`src/rtl/boot_pkg.sv`:
```
// boot_pkg: shared types and constants for the boot loader.
//   boot_state_t   - loader FSM states
//   BYTES_PER_WORD - stream bytes per instruction word
//   WORD_BITS      - assembled word width
//   max_depth()    - number of words addressable with a given address width
package boot_pkg;

  typedef enum logic [2:0] {
    LEN0,
    LEN1,
    DATA,
    CSUM,
    DONE,
    ERR
  } boot_state_t;

  localparam int unsigned BYTES_PER_WORD = 4;
  localparam int unsigned WORD_BITS      = BYTES_PER_WORD * 8;

  function automatic int unsigned max_depth(input int unsigned addr_width);
    return 32'd1 << addr_width;
  endfunction

endpackage

```
`src/rtl/boot_word_pack.sv`:
```
// boot_word_pack: little-endian byte-to-word assembler.
// Ports:
//   clk, rst    - clock, asynchronous active-high reset
//   clear       - synchronous clear of byte index and partial word
//   byte_en     - byte_in is consumed this cycle
//   byte_in     - incoming byte
//   word        - assembled word; valid while word_ready is high
//   word_ready  - high in the cycle the 4th byte of a word is consumed
// The 4th byte is not stored: the word is formed combinationally from it so
// the parent can register the complete word on the same edge.
module boot_word_pack
  import boot_pkg::*;
(
  input  logic                 clk,
  input  logic                 rst,
  input  logic                 clear,
  input  logic                 byte_en,
  input  logic [7:0]           byte_in,
  output logic [WORD_BITS-1:0] word,
  output logic                 word_ready
);

  logic [1:0]            idx;
  logic [WORD_BITS-9:0]  low;

  always_ff @(posedge clk or posedge rst) begin
    if (rst) begin
      idx <= '0;
      low <= '0;
    end else if (clear) begin
      idx <= '0;
      low <= '0;
    end else if (byte_en) begin
      case (idx)
        2'd0:    low[7:0]   <= byte_in;
        2'd1:    low[15:8]  <= byte_in;
        2'd2:    low[23:16] <= byte_in;
        default: ;
      endcase
      idx <= idx + 2'd1;
    end
  end

  assign word       = {byte_in, low};
  assign word_ready = byte_en && (idx == 2'd3);

endmodule

```
`src/rtl/boot_loader.sv`:
```
// boot_loader: receives a program image as a little-endian byte stream
// (2-byte word count N, 4*N payload bytes, optional XOR checksum byte) and
// writes it word by word into instruction memory, holding the core in reset
// until the load completes.
// Build option: define BOOT_LOADER_CSUM_EN to expect and verify a trailing
// checksum byte; otherwise DONE follows the final write directly.
// Ports:
//   i_clk, i_rst   - clock, asynchronous active-high reset
//   i_byte/i_valid - stream byte and its valid; o_ready accepts it
//   i_restart      - re-arms the loader from DONE or ERR
//   o_imem_we/o_imem_addr/o_imem_wdata - instruction memory write port
//   o_core_rst     - reset to the pipeline core, low only in DONE
//   o_done/o_error - load finished / load failed (sticky until restart)
module boot_loader
  import boot_pkg::*;
#(
  parameter int unsigned P_DATA_WIDTH = 32,
  parameter int unsigned P_ADDR_WIDTH = 10,
  parameter int unsigned P_LEN_WIDTH  = 16
) (
  input  logic                    i_clk,
  input  logic                    i_rst,
  input  logic [7:0]              i_byte,
  input  logic                    i_valid,
  output logic                    o_ready,
  input  logic                    i_restart,
  output logic                    o_imem_we,
  output logic [P_ADDR_WIDTH-1:0] o_imem_addr,
  output logic [P_DATA_WIDTH-1:0] o_imem_wdata,
  output logic                    o_core_rst,
  output logic                    o_done,
  output logic                    o_error
);

  boot_state_t            state;
  logic [P_LEN_WIDTH-1:0] len;
  logic [P_LEN_WIDTH-1:0] len_full;
  logic [P_LEN_WIDTH-1:0] word_cnt;
  logic [P_LEN_WIDTH-1:0] cnt_next;
  logic                   accept;
  logic                   pack_en;
  logic                   pack_clear;
  logic                   word_ready;
  logic [WORD_BITS-1:0]   word;
`ifdef BOOT_LOADER_CSUM_EN
  logic [7:0]             csum;
`endif

  assign accept     = i_valid && o_ready;
  assign pack_en    = accept && (state == DATA);
  assign pack_clear = i_restart && ((state == DONE) || (state == ERR));
  assign len_full   = P_LEN_WIDTH'({i_byte, len[7:0]});
  assign cnt_next   = word_cnt + P_LEN_WIDTH'(1);

  boot_word_pack u_pack (
    .clk        (i_clk),
    .rst        (i_rst),
    .clear      (pack_clear),
    .byte_en    (pack_en),
    .byte_in    (i_byte),
    .word       (word),
    .word_ready (word_ready)
  );

  // Status outputs are registered alongside the state so o_ready, o_done,
  // o_error and o_core_rst always reflect the state they are entering.
  always_ff @(posedge i_clk or posedge i_rst) begin
    if (i_rst) begin
      state        <= LEN0;
      len          <= '0;
      word_cnt     <= '0;
`ifdef BOOT_LOADER_CSUM_EN
      csum         <= '0;
`endif
      o_ready      <= 1'b1;
      o_imem_we    <= 1'b0;
      o_imem_addr  <= '0;
      o_imem_wdata <= '0;
      o_core_rst   <= 1'b1;
      o_done       <= 1'b0;
      o_error      <= 1'b0;
    end else begin
      o_imem_we <= 1'b0;
      case (state)
        LEN0: begin
          if (accept) begin
            len   <= P_LEN_WIDTH'(i_byte);
            state <= LEN1;
          end
        end
        LEN1: begin
          if (accept) begin
            len <= len_full;
            if (32'(len_full) > max_depth(P_ADDR_WIDTH)) begin
              state   <= ERR;
              o_ready <= 1'b0;
              o_error <= 1'b1;
            end else if (len_full == '0) begin
`ifdef BOOT_LOADER_CSUM_EN
              state      <= CSUM;
`else
              state      <= DONE;
              o_ready    <= 1'b0;
              o_done     <= 1'b1;
              o_core_rst <= 1'b0;
`endif
            end else begin
              state <= DATA;
            end
          end
        end
        DATA: begin
          if (accept) begin
`ifdef BOOT_LOADER_CSUM_EN
            csum <= csum ^ i_byte;
`endif
            if (word_ready) begin
              o_imem_we    <= 1'b1;
              o_imem_addr  <= word_cnt[P_ADDR_WIDTH-1:0];
              o_imem_wdata <= P_DATA_WIDTH'(word);
              word_cnt     <= cnt_next;
              // Leave DATA on the final write so the address never advances
              // past the last word.
              if (cnt_next == len) begin
`ifdef BOOT_LOADER_CSUM_EN
                state      <= CSUM;
`else
                state      <= DONE;
                o_ready    <= 1'b0;
                o_done     <= 1'b1;
                o_core_rst <= 1'b0;
`endif
              end
            end
          end
        end
`ifdef BOOT_LOADER_CSUM_EN
        CSUM: begin
          if (accept) begin
            o_ready <= 1'b0;
            if (i_byte == csum) begin
              state      <= DONE;
              o_done     <= 1'b1;
              o_core_rst <= 1'b0;
            end else begin
              state   <= ERR;
              o_error <= 1'b1;
            end
          end
        end
`endif
        DONE, ERR: begin
          if (i_restart) begin
            state      <= LEN0;
            len        <= '0;
            word_cnt   <= '0;
`ifdef BOOT_LOADER_CSUM_EN
            csum       <= '0;
`endif
            o_ready    <= 1'b1;
            o_core_rst <= 1'b1;
            o_done     <= 1'b0;
            o_error    <= 1'b0;
          end
        end
        default: begin
          state <= LEN0;
        end
      endcase
    end
  end

endmodule

```
`config.mk`:
```
export PLATFORM = sky130hd
export DESIGN_NAME = boot_loader
export DESIGN_NICKNAME = d
export VERILOG_FILES = /design/src/rtl/boot_pkg.sv /design/src/rtl/boot_word_pack.sv /design/src/rtl/boot_loader.sv
export SDC_FILE = /design/constraint.sdc
export NUM_CORES = 1
export LEC_CHECK = 0
export CAP_MARGIN = 20
export CORE_MARGIN = 5
export CORE_UTILIZATION = 55
export CTS_CLUSTER_DIAMETER = 30
export DETAILED_ROUTE_END_ITERATION = 10
export PLACE_DENSITY = 0.89
export REMOVE_ABC_BUFFERS = 1
export SLEW_MARGIN = 15
export SYNTH_ARGS = -nofsm -noshare
export SYNTH_HDL_FRONTEND = slang
export SYNTH_SLANG_ARGS = --single-unit
export TNS_END_PERCENT = 10
```
`constraint.sdc`:
```
create_clock -name i_clk -period 4.2 [get_ports i_clk]
set_input_delay 1.05 -clock i_clk [delete_from_list [all_inputs] [get_ports i_clk]]
set_output_delay 1.05 -clock i_clk [all_outputs]
set_load 0.005 [all_outputs]
```
# [Word-level counts from Yosys, hierarchy flattened]
# Cells that the tools add are included.
[classes] n_addsub=2 magnitude_cmp=1 eq_ne=18 muxes=48 bitwise_logic=1 n_reduce_logical=29
[op_table] op="16-bit two-way mux" count=5
[op_table] op="24-bit two-way mux" count=2
[op_table] op="16-bit case mux with 3 select lines" count=1
[op_table] op="16-bit case mux with 2 select lines" count=1
[op_table] op="3-bit two-way mux" count=8
[op_table] op="8-bit two-way mux" count=3
[op_table] op="1-bit two-way mux" count=21
[op_table] op="16-bit by 1-bit adder with 16-bit output (second input constant)" count=1
[op_table] op="16-bit equality test" count=1
[op_table] op="16-bit by 11-bit > comparator with 1-bit output (second input constant)" count=1
[op_table] op="16-bit logical NOT" count=1
[op_table] op="4-bit AND reduction" count=4
[op_table] op="2-bit != test (second input constant)" count=7
[op_table] op="2-bit nonzero test" count=7
[op_table] op="3-bit case mux with 4 select lines" count=1
[op_table] op="1-bit case mux with 3 select lines" count=3
[op_table] op="8-bit AND reduction" count=1
[op_table] op="7-bit AND reduction" count=1
[op_table] op="3-bit equality test (second input constant)" count=2
[op_table] op="2-bit AND reduction" count=3
[op_table] op="6-bit AND reduction" count=1
[op_table] op="3-bit nonzero test" count=2
[op_table] op="2-bit equality test (second input constant)" count=2
[op_table] op="1-bit logical AND" count=4
[op_table] op="14 further kinds" count=16
[totals] regBits=108 in_bits=12 wordCells=114

# [Longest topological paths before layout]
[depth] word_depth=6 ltp_mapped=8

# [Hierarchy]
# A second synthesis with hierarchy kept.
[unflattened] cells_unflattened=597 hier_area_um2=5495.3
[by_module_without_submodules] module="boot_loader" n_inst=1 cells_each=484 area_per_inst_um2=4172.8 seq_area_each_um2=2054.5
[by_module_without_submodules] module="boot_word_pack" n_inst=1 cells_each=113 area_per_inst_um2=1322.5 seq_area_each_um2=650.6

# [Least setup slack after synthesis]
# Ideal clock, no wire load.
[synth_path] path_type="input to register" from="input port i_valid" to="register word_cnt[7]" setup_time_ps=134 arrival_time_ps=2161 required_time_ps=4066 path_slack_ps=1906 path_stages=8 path_cell_list="nand3b_1 nor2_1 nand2_1 clkbuf_1 clkbuf_1 nor2_1 o21ai_0 o41ai_1"
[synth_between] elab_chain_cells=5 word_cells_on_any_way=6
[synth_rtl] item="start, declared" line="boot_loader.sv:24" text="input logic i_valid,"
[synth_rtl] item="1-bit logical AND *" line="boot_loader.sv:49" text="assign accept = i_valid && o_ready;"
[synth_rtl] item="1-bit logical AND" line="boot_loader.sv:50" text="assign pack_en = accept && (state == DATA);"
[synth_rtl] item="1-bit logical AND" line="boot_word_pack.sv:45" text="assign word_ready = byte_en && (idx == 2'd3);"
[synth_rtl] item="2-bit by 1-bit != test with 1-bit output (no source line)"
[synth_rtl] item="4-bit AND reduction (no source line) *"
[synth_rtl] item="end signal, assigned" line="boot_loader.sv:121" text="word_cnt <= cnt_next;"
[synth_rtl] item="end, declared" line="boot_loader.sv:38" text="logic [P_LEN_WIDTH-1:0] word_cnt;"
# Every way passes the cells marked *; elsewhere a longest branch is shown, timed or not.
# A chain may end at the register's enable or synchronous reset.

# [Worst setup path in the final report]
# Same ends and word-level chain as after synthesis.

==> metrics <==
status finished clean; DRC 0; Post-synth EDFFs 0; Pre-Repair DR Iteration Count 5; Std-Cell Rows 35; post-synth top area share 52.0%; most used cell, CP nor2_1; Seq/Total Area, Yosys 53.0%; most frequent cells in the layout nand2_1 (185), dfrtp_1 (106), clkdlybuf4s50_1 (58), nand3_1 (39), a21oi_1 (34); Detailed Route WL around 12000 um; ant diodes 0; CP required 4440 ps; commonest non-fill, non-tap cell in the layout nand2_1; initial core utilization 55.7%; total CTS buffers 9; Seq cells post-synth ~110; pwr dens 290 nW/um2; synth unique cells 54; Max Cap Violations 0; Layout Nets 630; share of flip-flops with an asynchronous set or reset between 90% and 100%; Via Count 4250; startpoint types primary input; worst-margin pin slew approximately 900 ps; Worst setup EP type flop; placed cell count between 700 and 800; Max rail drop VDD 0.151 mV; clk_skew about 12 ps; Area Growth Syn to Fin 16.6%; clk buf depth 2; share of layout cells above drive strength 1 6.47%; r2r setup slk ~1600 ps; Reg clk slew, reported paths approximately 100 ps; DR iter-0 viols roughly 300; cts hold-fix bufs 0; clock sink total 108; leakage 2.82 nW; grt total ovfl 0; Most used DFF post-synth dfrtp_1; period utilisation layout 75.8%; RSZ-0062 raised after global routing no; CTS tree built; Port Buffers 58; drt via density 5.83; slowest cell on the critical path nor2_1; ranking of synthesized cells by area dfrtp_1 (52%), nand2_1 (14%), nand3_1 (3.8%); remaining antenna violation count 0; post-CTS setup buffers 0; die area 11300 um2; Hold/Removal Path Class reg2reg; Max Freq 314 MHz; Die Width 106 um; final setup violation count 0; Final Non-Filler Cells approximately 730; Mapped Cells 573; CP Max Fanout 29; GRT Resource Usage Total 22.0%; hpwl dp 8110 um; CP Class in2reg; slew margin rel. 40.0%; first-pass GRT wire length 20100 um; Syn Area/Cell 8.90 um2; final RePlAce weighted congestion 0.906; final slew viol count 0; Final min period around 3200 ps; Clock Tree Root clkbuf_8; YS warnings 0; CORE AREA 9150 um2; Hold Worst Slack between 400 and 500 ps; I/O pin total 59; leading area contributor after synthesis dfrtp_1; initial antenna violation count 0; H-tree levels 3; Die Y 106 um; vias in the first global route 4175; CTS resizes 0; Final Hold Fails 0; Synth Cell Area 5100 um2; slowest stage delay, CP 720 ps; clock latency on the worst-skew pair roughly 380 ps; wire per inst 16.6 um; largest net degree at the start of global routing 58; crit path DAT 3430 ps; CP Cell Sequence clkdlybuf4s50_1, nand3b_1, nor2_1, nand2_2, inv_1, nor2_1, o21ai_0, o41ai_1
==> area by class of cell <==
class                           count  area, um2
Timing Repair Buffer               65        646
Multi-Input combinational cell    421       2230
Clock inverter                      6       60.1
Inverter                            8       32.5
Clock buffer                       10        138
Fill cell                         733       3200
Sequential cell                   108       2710
Tap cell                          111        139
==> stage by stage <==
stage | power [mW] | setup TNS [ps] | setup WS [ps] | cell area [um2] | utilization (%)
floorplan | 1.08 | -46740 | -1220 | 4960 | -
global placement | 1.11 | 0 | 837 | 5750 | 62.8
detailed placement | 1.11 | 0 | 660 | 5750 | 62.8
CTS | 1.73 | 0 | 1040 | 5950 | 65.0
global route | 1.78 | 0 | 810 | 5950 | 65.0
finish | 1.72 | 0 | 1010 | 5950 | 65.0
==> logic make-up after synthesis <==
group / synth area share, %
xor gates and xnor gates: 3.60
adders and majority gates: 1.23
muxes: 0.221
buffers and inverters: 3.41
and+or+nand+nor: 26.0
AOI/OAI and AO/OA: 12.5
DFF: 53.0
==> flip-flops by register name, indices dropped and copies added, names as in the netlist <==
name	count
o_imem_wdata	32
o_ready	1
state	3
u_pack.low	24
o_error	1
u_pack.idx	2
o_done	1
word_cnt	16
o_core_rst	1
len	16
o_imem_we	1
o_imem_addr	10
==> report_power, final <==
group          switching (mW)  total, mW  leakage, nW  internal (mW)
clock network           0.384      0.635        0.103          0.250
logic                  0.0368     0.0500         1.22         0.0132
registers                   0       1.04         1.50           1.04
total                   0.421       1.72         2.82           1.30
==> worst max-delay path: cells and delay by family <==
kind	cells	cell delay, ps
and+or+nand+nor	4	1450
AOI/OAI and AO/OA	2	340
buffers and inverters	2	580
==> synth_stat cells, types with 2 or more instances <==
master	count
nor4_1	4
nand3_1	39
and4_1	2
and2_1	2
nand4_4	2
nor2_1	23
a21o_1	2
a31oi_1	2
dfrtp_1	106
buf_2	7
o21ai_0	33
dfstp_2	2
inv_1	8
clkbuf_1	28
ha_1	5
nand2_1	186
o31ai_1	5
nand2b_1	3
nor3_1	3
nor3b_1	3
xnor2_1	14
nor2b_1	3
a211o_1	2
nor3_2	2
o211ai_1	5
o21ai_1	5
o41ai_1	2
xor2_1	7
a21oi_1	34
a22o_1	8
nand3b_1	3
==> worst paths after layout <==
| path | start | endpoint | cells after the start |
|---|---|---|---|
| setup / recovery | i_valid | word_cnt[7] | 8 |
| hold / removal | u_pack.low[22] | o_imem_wdata[22] | 2 |
| setup reg to reg | state[2] | word_cnt[7] | 7 |
| hold reg to reg | u_pack.low[22] | o_imem_wdata[22] | 2 |
| max in group asynchronous | i_rst | word_cnt[10] | 3 |
| min in group asynchronous | i_rst | o_imem_wdata[7] | 2 |
==> metal layers <==
metal | part of all wire (%) | global-route usage, % | up-vias | routed length [um]
met1 | 42 | 29.3 | 2024 | 5040
met4 | 1.8 | 9.25 | 0 | 220
met3 | 6.9 | 3.95 | 25 | 839
met2 | 50 | 35.4 | 196 | 6000
li1 | - | - | 2005 | -
met5 | 0 | 0 | - | 0
(Power assumes the default switching activity.)
